===== src/rtl/pipelined_addsub_pkg.sv =====
// Shared definitions for the pipelined add/subtract unit: operation
// encoding, default geometry and the stage-count helper.
package pipelined_addsub_pkg;

  typedef enum logic {
    OP_ADD = 1'b0,
    OP_SUB = 1'b1
  } op_e;

  localparam int unsigned DEF_WIDTH = 32;
  localparam int unsigned DEF_BLOCK = 8;
  localparam int unsigned DEF_TAG_W = 5;

  // Number of BLOCK-bit slices (one per pipeline stage), never below one.
  function automatic int unsigned calc_stages(input int unsigned width,
                                              input int unsigned block);
    int unsigned n;
    n = (block == 0) ? 1 : width / block;
    return (n == 0) ? 1 : n;
  endfunction

endpackage


===== src/rtl/addsub_slice.sv =====
// Combinational BLOCK-bit carry-lookahead adder slice; also exports the
// carry into its MSB so the top slice can form signed overflow.
module addsub_slice #(
  parameter int unsigned BLOCK = 8
) (
  input  logic [BLOCK-1:0] a,
  input  logic [BLOCK-1:0] b,
  input  logic             cin,
  output logic [BLOCK-1:0] sum,
  output logic             cout,
  output logic             c_msb
);

  logic [BLOCK-1:0] w_g;
  logic [BLOCK-1:0] w_p;
  logic [BLOCK:0]   w_c;
  logic             w_run;

  assign w_g = a & b;
  assign w_p = a ^ b;

  // Each carry is a flat OR of generate terms gated by the propagate run
  // above them, rather than a ripple through the previous carry.
  always_comb begin
    w_c    = '0;
    w_run  = 1'b1;
    w_c[0] = cin;
    for (int i = 0; i < int'(BLOCK); i++) begin
      w_run = 1'b1;
      for (int j = i; j >= 0; j--) begin
        w_c[i+1] = w_c[i+1] | (w_run & w_g[j]);
        w_run    = w_run & w_p[j];
      end
      w_c[i+1] = w_c[i+1] | (w_run & cin);
    end
  end

  assign sum   = w_p ^ w_c[BLOCK-1:0];
  assign cout  = w_c[BLOCK];
  assign c_msb = w_c[BLOCK-1];

endmodule


===== src/rtl/pipelined_addsub.sv =====
// Pipelined WIDTH-bit add/subtract: one BLOCK-bit lookahead slice per stage,
// carry registered between stages, flags formed at the last stage.
module pipelined_addsub
  import pipelined_addsub_pkg::*;
#(
  parameter int unsigned WIDTH = DEF_WIDTH,
  parameter int unsigned BLOCK = DEF_BLOCK,
  parameter int unsigned TAG_W = DEF_TAG_W
) (
  input  logic             clock,
  input  logic             reset,
  input  logic             in_valid,
  output logic             in_ready,
  input  logic [WIDTH-1:0] in_a,
  input  logic [WIDTH-1:0] in_b,
  input  logic             in_sub,
  input  logic             in_cin,
  input  logic [TAG_W-1:0] in_tag,
  output logic             out_valid,
  input  logic             out_ready,
  output logic [WIDTH-1:0] out_sum,
  output logic             out_cout,
  output logic             out_ovf,
  output logic             out_zero,
  output logic [TAG_W-1:0] out_tag
);

  localparam int unsigned STAGES = calc_stages(WIDTH, BLOCK);

  logic w_adv;

  // Global stall: the whole pipe moves only when the output slot can drain.
  assign w_adv    = !out_valid || out_ready;
  assign in_ready = w_adv;

  for (genvar k = 0; k < int'(STAGES); k++) begin : g_stage
    localparam int unsigned LO = k * BLOCK;
    localparam int unsigned BW = WIDTH - LO;

    logic [WIDTH-1:0] w_acc;
    logic [WIDTH-1:0] w_acc_nx;
    logic [BW-1:0]    w_b;
    logic             w_c;
    logic             w_v;
    logic [TAG_W-1:0] w_tag;
    logic [BLOCK-1:0] w_sum;
    logic             w_cout;
    logic             w_cmsb;

    logic [WIDTH-1:0] r_acc;
    logic             r_c;
    logic             r_v;
    logic [TAG_W-1:0] r_tag;

    // r_acc holds finished sum slices below the current one and raw A above.
    if (k == 0) begin : g_head
      assign w_acc = in_a;
      assign w_b   = (op_e'(in_sub) == OP_SUB) ? ~in_b : in_b;
      assign w_c   = in_sub | in_cin;
      assign w_v   = in_valid;
      assign w_tag = in_tag;
    end else begin : g_body
      assign w_acc = g_stage[k-1].r_acc;
      assign w_b   = g_stage[k-1].g_fwd.r_b;
      assign w_c   = g_stage[k-1].r_c;
      assign w_v   = g_stage[k-1].r_v;
      assign w_tag = g_stage[k-1].r_tag;
    end

    addsub_slice #(
      .BLOCK (BLOCK)
    ) u_slice (
      .a     (w_acc[LO +: BLOCK]),
      .b     (w_b[BLOCK-1:0]),
      .cin   (w_c),
      .sum   (w_sum),
      .cout  (w_cout),
      .c_msb (w_cmsb)
    );

    always_comb begin
      w_acc_nx               = w_acc;
      w_acc_nx[LO +: BLOCK]  = w_sum;
    end

    // Data only loads under a valid slot so the outputs hold across bubbles.
    always_ff @(posedge clock or negedge reset) begin
      if (!reset) begin
        r_v   <= 1'b0;
        r_acc <= '0;
        r_c   <= 1'b0;
        r_tag <= '0;
      end else if (w_adv) begin
        r_v <= w_v;
        if (w_v) begin
          r_acc <= w_acc_nx;
          r_c   <= w_cout;
          r_tag <= w_tag;
        end
      end
    end

    if (BW > BLOCK) begin : g_fwd
      logic [BW-BLOCK-1:0] r_b;

      always_ff @(posedge clock or negedge reset) begin
        if (!reset) begin
          r_b <= '0;
        end else if (w_adv && w_v) begin
          r_b <= w_b[BW-1:BLOCK];
        end
      end
    end else begin : g_last
      logic r_ovf;
      logic r_zero;

      // Overflow is the carry into the MSB differing from the carry out.
      always_ff @(posedge clock or negedge reset) begin
        if (!reset) begin
          r_ovf  <= 1'b0;
          r_zero <= 1'b0;
        end else if (w_adv && w_v) begin
          r_ovf  <= w_cout ^ w_cmsb;
          r_zero <= ~|w_acc_nx;
        end
      end
    end
  end

  assign out_valid = g_stage[STAGES-1].r_v;
  assign out_sum   = g_stage[STAGES-1].r_acc;
  assign out_cout  = g_stage[STAGES-1].r_c;
  assign out_tag   = g_stage[STAGES-1].r_tag;
  assign out_ovf   = g_stage[STAGES-1].g_last.r_ovf;
  assign out_zero  = g_stage[STAGES-1].g_last.r_zero;

endmodule


===== config.mk =====
export PLATFORM = sky130hd
export DESIGN_NAME = pipelined_addsub
export DESIGN_NICKNAME = d
export VERILOG_FILES = /design/src/rtl/pipelined_addsub_pkg.sv /design/src/rtl/addsub_slice.sv /design/src/rtl/pipelined_addsub.sv
export SDC_FILE = /design/constraint.sdc
export NUM_CORES = 1
export LEC_CHECK = 0
export ABC_AREA = 1
export CAP_MARGIN = 0
export CORE_AREA = 3 3 138 140
export CTS_CLUSTER_SIZE = 30
export DETAILED_ROUTE_END_ITERATION = 6
export DIE_AREA = 0 0 141 143
export GPL_ROUTABILITY_DRIVEN = 0
export PLACE_DENSITY = 0.78
export SETUP_SLACK_MARGIN = 0.02
export SYNTH_ARGS = -nofsm -noshare
export SYNTH_HDL_FRONTEND = slang
export SYNTH_HIERARCHICAL = 1
export SYNTH_SLANG_ARGS = --single-unit

===== constraint.sdc =====
create_clock -name clock -period 2.1 [get_ports clock]
set_input_delay 0.315 -clock clock [delete_from_list [all_inputs] [get_ports clock]]
set_output_delay 0.315 -clock clock [all_outputs]
set_load 0.1 [all_outputs]

== After elaboration in Yosys (flattened, before gate mapping) ==
Cells that the tools add are included.
Word-level totals
  register bits: 206
  bits of input ports: 75
  output and inout port bits: 42
  word-level logic and storage cells: 449
Operators by class
  muxes and demuxes: 1
  bitwise gates (word level): 415
  reductions and logical operators: 12
Operator list (number)
  1-bit AND: 256
  1-bit bitwise OR: 145
  8-bit XOR: 8
  8-bit AND: 4
  32-bit two-way mux: 1
  32-bit NOT: 1
  32-bit OR reduction: 1
  2-bit AND reduction: 4
  1-bit logical AND: 4
  1-bit zero test: 2
  1-bit logical OR: 1
  1-bit XOR: 1

== Depth between registers and ports, before layout ==
Gate-level depths: netlist (run 1).
  depth in word-level cells: 12
  mapped depth: 15
  mapped depth without buffers: 14

== Modules after synthesis ==
Netlist (run 1), hierarchy kept.
By module, submodules not included
  pipelined_addsub: times used 1, cells each 809, area an instance 8045.2 µm², sequential area each 5154.9 µm²
  addsub_slice at g_stage[1].u_slice ...: times used 3, cells each 75, area an instance 450.4 µm², sequential area each 0.0 µm²
  addsub_slice at g_stage[0].u_slice: times used 1, cells each 79, area an instance 465.4 µm², sequential area each 0.0 µm²

== Worst setup path before layout (run 1) ==
Ideal clock, no wire load.
  path kind: flip-flop to flip-flop
  start: reg g_stage[3].r_v, in the netlist out_valid
  end: reg g_stage[1].r_acc[21]
  library setup time: 125 ps
  arrival time: 2103 ps
  data required time: 1975 ps
  path slack: -128 ps
  stages on the path, launching flop included: 6
  path buffers: 2
  clock period less this slack: 2228 ps
  cell sequence: dfrtp_1 -> nand2_4 -> nand2_2 -> buf_6 -> buf_6 -> mux2_4
On the way
  word-level cells in the longest chain between the ends: 3
Ends and longest elaborated chain
  from (decl): RTL line pipelined_addsub.sv:52  | logic r_v;
  from (signal assigned): RTL line pipelined_addsub.sv:94  | r_v <= w_v;
  1-bit zero test: RTL line pipelined_addsub.sv:33  | assign w_adv = !out_valid || out_ready;
  1-bit logical OR: RTL line pipelined_addsub.sv:33
  named net in_ready: RTL line pipelined_addsub.sv:13  | output logic in_ready,
  2-bit AND reduction (no line)
  to (signal assigned): RTL line pipelined_addsub.sv:96  | r_acc <= w_acc_nx;
  to (decl): RTL line pipelined_addsub.sv:50  | logic [WIDTH-1:0] r_acc;
The timed path passes the listed nets, and every way through them passes these cells.
A chain may end at the register's enable or synchronous reset.

== Final worst setup path (run 1) ==
  start: reg g_stage[2].r_acc[25]
  end: reg g_stage[3].g_last.r_zero, in the netlist out_zero
On the way
  word-level cells in the longest chain between the ends: 8
  elaborated cells between the ends (all ways): 50
  classes of those cells: 48 x bitwise; 2 x reduce/logical
Ends and longest elaborated chain
  from (decl): RTL line pipelined_addsub.sv:50
  from (signal assigned): RTL line pipelined_addsub.sv:96
  8-bit AND or 8-bit XOR (tied branches): RTL line addsub_slice.sv:19, addsub_slice.sv:20
  1-bit AND, on equally long branches: RTL line addsub_slice.sv:31, addsub_slice.sv:32
  1-bit bitwise OR (tied with other cells): RTL line addsub_slice.sv:31  | w_c[i+1] = w_c[i+1] | (w_run & w_g[j]);
  1-bit bitwise OR or 1-bit AND (tied branches): RTL line addsub_slice.sv:31, addsub_slice.sv:34
  1-bit bitwise OR *: RTL line addsub_slice.sv:34  | w_c[i+1] = w_c[i+1] | (w_run & cin);
  8-bit XOR *: RTL line addsub_slice.sv:38  | assign sum = w_p ^ w_c[BLOCK-1:0];
  named net g_stage[3].w_sum[6]: RTL line pipelined_addsub.sv:46  | logic [BLOCK-1:0] w_sum;
  32-bit OR reduction *: RTL line pipelined_addsub.sv:124  | r_zero <= ~|w_acc_nx;
  1-bit zero test *: RTL line pipelined_addsub.sv:124
  to (signal assigned): RTL line pipelined_addsub.sv:124
  to (decl): RTL line pipelined_addsub.sv:115  | logic r_zero;
Mark *: on every way through the listed nets, which the timed path passes. The rest lies on a longest branch.

==> reports/metrics.cfg, run 1 <==
[global_route]
first_global_vias=6758
antenna_found_initial=0
grt_max_degree=55
gr-total-overflow=0
grt_pass1_wl_mm=33.4
track_usage_pct=20.0

[logic_synthesis]
synth.area.top_cells=dfrtp_1 (52%), nand2_1 (11%), o21ai_0 (5.2%)
synth_cell_types=29
postSynth.asyncResetShare_pct=100
yosysTopAreaCell=dfrtp_1
synth_edf_count=0
syn-num-nets=1228
syn_inst=1113
avgSynthCellArea_um2=8.86
yosysMostFrequentCell=nand2_1
ys.flop_type=dfrtp_1
synth_seq_cells=206
synth.top_cell.area_share_pct=52.3
yosysWarnings=6
ys_seq_area_share_pct=52.3
synthTopCellsByCount=nand2_1 (300), dfrtp_1 (206), inv_1 (109)
synth_area_um2=9860

[final_layout]
fin_nets=1338
area_growth_pct=21.9
final_cell_count_no_fill=1466
post-route-util_pct=66.9
n_fill_cell=1396
drive_gt1_share_pct=13.1
layout.area.seq_um2=5160
insertedDiodeCount=0
multi_input_area_um2=3990

[timing]
period_needed_ns=1.89
slew_headroom_pct=69.5
timing.final.hold_violations=0
period_share_pct=89.9
rsz0062_at_grt=no
whs_ns=0.350
tightest_slew_ns=0.458
skew_ns=0.00691
fmax_mhz=530
setup_viol=0
slew_viol_final=0

[min_path]
hp-class=in -> async

[die]
die_h_um=143
rows=49
core_area_um2=18000
start_util_pct=54.9
die-area_um2=20200
dieWidth_um=141
io_pins=117

[placed_design]
numPortBuffers=116
hpwl_mm=14.2
numPlacedInstances=1427

[setup_path]
cpLargestDelayFamily=simple AND/OR/NAND/NOR gates
cp-end-kind=register
arrival_ns=2.31
crit_path_start_kind=register
cp_max_fo=6
slowest_stage=dfrtp_1
cpMostUsedCell=nand2_1
r2r-start=g_stage[2].r_acc[25]
critical_path_class=reg -> reg
required_ns=2.52
worst-path-buf-inv=1
r2r_slack_ns=0.21
endpoint=out_zero
cp_cell_sequence=ha_2 > nand3_1 > nand3_1 > nand2_1 > nand2_1 > nand2_1 > nand3_1 > nand2_1 > inv_1 > nand3_1 > nor2_1 > nand2_1 > o21bai_1
startpoint=g_stage[2].r_acc[25]
cpPeakStageDelay_ns=0.39
ff2ff_path_depth=13
reg2reg_to=out_zero
crit_cells=13

[clocking]
h-tree-depth=1
numCtsBuffers=22
clock-sinks=206
cts-root-buf=clkbuf_16
clk_latency_ns=0.49
postCtsSetupBuffers=0
clk_pin_slew_ns=0.06
cts_tree=yes
cts_max_path_buffers=3

[route]
route.met3.wl_um=861
firstDrtPassIters=5
viasPerCell=5.00
wl_met1_mm=9.83
wl_per_cell_um=13.5
drtIter0Drc=424
vias=7324
top_layer_used=met4
routed_wl_mm=19.8
drc=0
wl_met2_mm=8.81
ant_nets=0

[run]
cap_violations=0

[power]
ir_drop_mv=1.46
p_total_w=0.0211
p_per_area_nw_per_um2=1760
p_leak_nw=6.08

[run_status]
status=completed

layout make-up:
class,instances,share of cell area [%]
Multi-Input combinational cell,743,33.2
Inverter,112,3.50
Clock inverter,10,1.51
Tap cell,229,2.38
Timing Repair Buffer,138,11.2
Sequential cell,206,42.9
Clock buffer,28,5.28
worst min-delay path by stage:
stage | startpoint | to | slack [ns] | cells past startpoint
finish | reset | out_sum[13] | 0.35 | 2
global placement | reset | out_sum[12] | 0.31 | 1
global route | in_a[8] | g_stage[0].r_acc[8] | 0.36 | 3
floorplan | reset | g_stage[0].g_fwd.r_b[0] | 0.02 | 0
detailed placement | reset | out_sum[13] | 0.31 | 1
CTS | in_a[21] | g_stage[0].r_acc[21] | 0.34 | 3
flip-flops by register name, summed over array words and instances, names as in the netlist:
| signal | count |
|---|---|
| g_stage.g_fwd.r_b | 48 |
| g_stage.r_acc | 96 |
| g_stage.r_c | 3 |
| out_ovf | 1 |
| out_valid | 1 |
| g_stage.r_tag | 15 |
| g_stage.r_v | 3 |
| out_cout | 1 |
| out_sum | 32 |
| out_zero | 1 |
| out_tag | 5 |
worst reg2reg max path: stages, from the launching register on:
cell	delay [ns]
dfrtp_1	0.39
ha_2	0.39
nand3_1	0.09
nand3_1	0.12
nand2_1	0.08
nand2_1	0.09
nand2_1	0.05
nand3_1	0.07
nand2_1	0.06
inv_1	0.08
nand3_1	0.08
nor2_1	0.11
nand2_1	0.06
o21bai_1	0.14
repair_timing:
item,CTS,global route
endpoints found under the hold margin,50,0
hold buffers,1,0
gates resized for setup,0,5
endpoints found under the setup margin,0,1
routing by layer:
layer  vias up  GRT usage [%]
met5         -              0
met4         0           4.33
met3        20           2.61
met2       158           30.6
met1      3416           30.8
li1       3730              -
layout by cell type, fill, tap and decap left out, drive strengths merged:
cell | Yosys | final
o21bai | 1 | 1
fa | 4 | 4
bufinv | 0 | 5
a21oi | 60 | 60
xor2 | 23 | 23
nor3 | 4 | 4
nand3 | 39 | 39
ha | 36 | 36
o21ai | 103 | 103
nand2 | 324 | 324
o21a | 4 | 4
xnor2 | 26 | 26
buf | 45 | 64
clkinv | 0 | 4
dfrtp | 206 | 206
nor2 | 87 | 87
clkdlybuf4s50 | 0 | 72
dlygate4sd3 | 0 | 1
nand4 | 12 | 12
inv | 112 | 113
clkbuf | 7 | 29
mux2 | 19 | 19
or2 | 1 | 1
through the flow:
| stage | area [um^2] | setup slack (ns) | TNS, ns |
|---|---|---|---|
| 2_1_floorplan | 9860 | 0.121 | 0 |
| 3_3_place_gp | 11200 | 0.0151 | 0 |
| 3_5_place_dp | 11200 | -0.0901 | -0.111 |
| 4_1_cts | 12000 | 0.153 | 0 |
| 5_1_grt | 12000 | 0.0399 | 0 |
| 6_report | 12000 | 0.212 | 0 |
power breakdown:
group	internal (W)	leakage, nW	switching [W]	total, W
Sequential	0.00572	2.49	0.00100	0.00672
Clock	0.00275	0.406	0.00153	0.00428
Combinational	0.00316	3.18	0.00697	0.0101
cell families (layout without fill, tap and decap cells):
group	Yosys count	after routing	synth area share, %
XOR/XNOR	49	49	4.35
multiplexers	19	19	2.28
flip-flops	206	206	52.3
buffers and inverters	164	288	7.55
adder cells (fa/ha/maj)	40	40	5.38
AO/OA/AOI/OAI	168	168	8.86
AND/OR/NAND/NOR	467	467	19.3
(Power assumes the default switching activity.)
==> run 2: changes to the inputs <==
- clock period: 2.1 -> 2 ns (I/O delays scaled with it)
==> run 2 against run 1 <==
Cell count is 0.68% higher. Sequential share of layout area is 0.11 points lower. Combinational power is 8% higher. Sequential cell count stayed put. Power is 5.3% higher. Global-route usage is 0.31 points higher. Design area is 0.27% higher.
==> reports/metrics.cfg, run 2 (synthesis gave the netlist of run 1 again) <==
[clocking]
clock-sinks=206  ; unchanged
clk_pin_slew_ns=0.06  ; about the same
numCtsBuffers=22  ; unchanged
cts_max_path_buffers=3  ; unchanged
h-tree-depth=1  ; unchanged
cts-root-buf=clkbuf_16  ; unchanged
cts_tree=yes  ; unchanged
clk_latency_ns=0.49  ; about the same

[timing]
skew_ns=0.00604  ; was 0.00691 ns
rsz0062_at_grt=no  ; unchanged
period_share_pct=92.3  ; was 89.9%
slew_headroom_pct=68.0  ; was 69.5%
layout_setup_ws_ns=0.154  ; was 0.212 ns
tns_ns=0  ; unchanged
period_needed_ns=1.85  ; was 1.89 ns
tightest_slew_ns=0.480  ; was 0.458 ns
slew_viol_final=0  ; unchanged
timing.final.hold_violations=0  ; unchanged
fmax_mhz=542  ; was 530 MHz
setup_viol=0  ; unchanged

[power]
p_per_area_nw_per_um2=1850  ; was 1760 nW/um^2
power.share.sequential_pct=31.8  ; about the same
switching_power_w=0.0101  ; was 0.00950 W
p_comb_share_pct=48.8  ; was 47.9%
pwr-share-clk_pct=19.4  ; was 20.2%
power.internal_w=0.0121  ; was 0.0116 W
ir_drop_mv=1.94  ; was 1.46 mV
p_leak_nw=6.09  ; was 6.08 nW
switching_share_pct=45.5  ; was 45.0%

[final_layout]
n_fill_cell=1436  ; was 1396
fin_nets=1346  ; was 1338
largest_register_ff_count=96  ; unchanged
layout_common_cells=nand2_1 (299), dfrtp_1 (204), inv_1 (109), o21ai_0 (102), nor2_1 (87)  ; was nand2_1 (299), dfrtp_1 (205), inv_1 (109), o21ai_0 (102), nor2_1 (87)
final_common_cell=nand2_1  ; unchanged
area_growth_pct=22.2  ; was 21.9%
max_flop_register=g_stage.r_acc  ; unchanged
drive_gt1_share_pct=14.1  ; was 13.1%
insertedDiodeCount=0  ; unchanged

[global_route]
gr-total-overflow=0  ; unchanged
grt_pass1_wl_mm=33.9  ; was 33.4 mm
track_usage_pct=20.3  ; was 20.0%
first_global_vias=6916  ; was 6758
grt_max_degree=73  ; was 55
antenna_found_initial=0  ; unchanged

[die]
dieWidth_um=141  ; unchanged
start_util_pct=54.9  ; unchanged
io_pins=117  ; unchanged
core_area_um2=18000  ; unchanged
die_h_um=143  ; unchanged
die-area_um2=20200  ; unchanged
rows=49  ; unchanged

[route]
ant_nets=0  ; unchanged
routed_wl_mm=20.3  ; was 19.8 mm
drc=0  ; unchanged
viasPerCell=4.99  ; was 5.00
wl_per_cell_um=13.7  ; was 13.5 um
vias=7367  ; was 7324
firstDrtPassIters=5  ; unchanged
drtIter0Drc=453  ; was 424

[run_status]
status=completed  ; unchanged

[setup_path]
crit_cells=14  ; was 13
cp-end-kind=register  ; unchanged
crit_path_start_kind=register  ; unchanged
startpoint=g_stage[2].g_fwd.r_b[1]  ; was g_stage[2].r_acc[25]
r2r_slack_ns=0.15  ; was 0.21 ns
critical_path_class=reg -> reg  ; unchanged
cp_cell_sequence=ha_4 > nand2_2 > nand2_2 > a21oi_2 > nand2_2 > nand2_2 > nand2_2 > nand2_1 > nand2_1 > inv_1 > nand3_1 > nor2_1 > nand2_1 > o21bai_1  ; was ha_2 > nand3_1 > nand3_1 > nand2_1 > nand2_1 > nand2_1 > nand3_1 > nand2_1 > inv_1 > nand3_1 > nor2_1 > nand2_1 > o21bai_1
cpMostUsedCell=nand2_2  ; was nand2_1
cpLargestDelayFamily=simple AND/OR/NAND/NOR gates  ; unchanged
endpoint=out_zero  ; unchanged
cpPeakStageDelay_ns=0.42  ; was 0.39 ns
reg2reg_to=out_zero  ; unchanged
required_ns=2.42  ; was 2.52 ns
arrival_ns=2.26  ; was 2.31 ns
slowest_stage=dfrtp_1  ; unchanged
ff2ff_path_depth=14  ; was 13
r2r-start=g_stage[2].g_fwd.r_b[1]  ; was g_stage[2].r_acc[25]
cp_max_fo=5  ; was 6
worst-path-buf-inv=1  ; unchanged

[placed_design]
hpwl_mm=14.3  ; was 14.2 mm
numPortBuffers=116  ; unchanged
dp_slack_ns=-0.100  ; was -0.0901 ns

[min_path]
hp-class=in -> async  ; unchanged

[run]
cap_violations=0  ; unchanged

## run 2: worst min-delay path by stage
stage,depth (start not counted),slack [ns],endpoint
2_1_floorplan,0,0.004,g_stage[0].g_fwd.r_b[0]
3_3_place_gp,1,0.31,out_sum[12]
3_5_place_dp,1,0.31,out_sum[12]
4_1_cts,3,0.33,g_stage[0].r_acc[20]
5_1_grt,3,0.34,g_stage[0].r_acc[20]
6_report,2,0.34,g_stage[2].r_acc[12]
## run 2: repair_timing
item / in CTS / in global routing
endpoints found under the setup margin: 0 / 2
buffers inserted: 0 / 5
gates resized for setup: 0 / 10
endpoints found under the hold margin: 53 / 0
hold buffers: 1 / 0
## run 2: power by group through the flow
stage | Sequential [W] | Clock [W] | Combinational, W
floorplan | 0.00960 | 0 | 0.00556
detailed placement | 0.00708 | 0 | 0.0106
finish | 0.00707 | 0.00433 | 0.0109
global placement | 0.00701 | 0 | 0.0103
global route | 0.00729 | 0.00460 | 0.0120
CTS | 0.00705 | 0.00440 | 0.0107
## run 2: layout make-up
class	instances	area [um^2]	share of cell area, %
multi-input combinational	743	4010	33.2
tap	229	287	2.38
clock buffer	26	597	4.95
timing repair buffer	146	1400	11.6
clock inverter	14	190	1.58
inverter	112	420	3.49
sequential	206	5160	42.8
## run 2: routing by layer
layer	vias up	share of wire, %	global-route usage, %
met5	-	0	0
met4	0	1.1	3.88
met3	20	4.2	2.65
met2	159	46	32.4
met1	3440	49	30.3
li1	3748	-	-
## run 2: per-stage QoR
step	instance area, um^2	power, W	cells	hold slack [ns]	utilization, %
final	12100	0.0222	1476	0.338	67.1
after global routing	12100	0.0238	1476	0.337	67.1
after global placement	11200	0.0173	1430	0.308	62.2
after detailed placement	11200	0.0177	1430	0.307	62.2
after floorplan	9860	0.0152	1113	0.00441	-
after CTS	12000	0.0221	1471	0.325	66.7
## run 2: worst reg2reg max path, cell delays in order, from the launching register on
cell,delay [ns]
dfrtp_1,0.42
ha_4,0.28
nand2_2,0.08
nand2_2,0.06
a21oi_2,0.14
nand2_2,0.09
nand2_2,0.09
nand2_2,0.07
nand2_1,0.06
nand2_1,0.05
inv_1,0.07
nand3_1,0.07
nor2_1,0.11
nand2_1,0.06
o21bai_1,0.13
==> run 3: changes to the inputs <==
- SLEW_MARGIN: default -> 20
==> results of run 3 <==
Same layout as run 2: the final DEF is identical, and so are final timing and power.
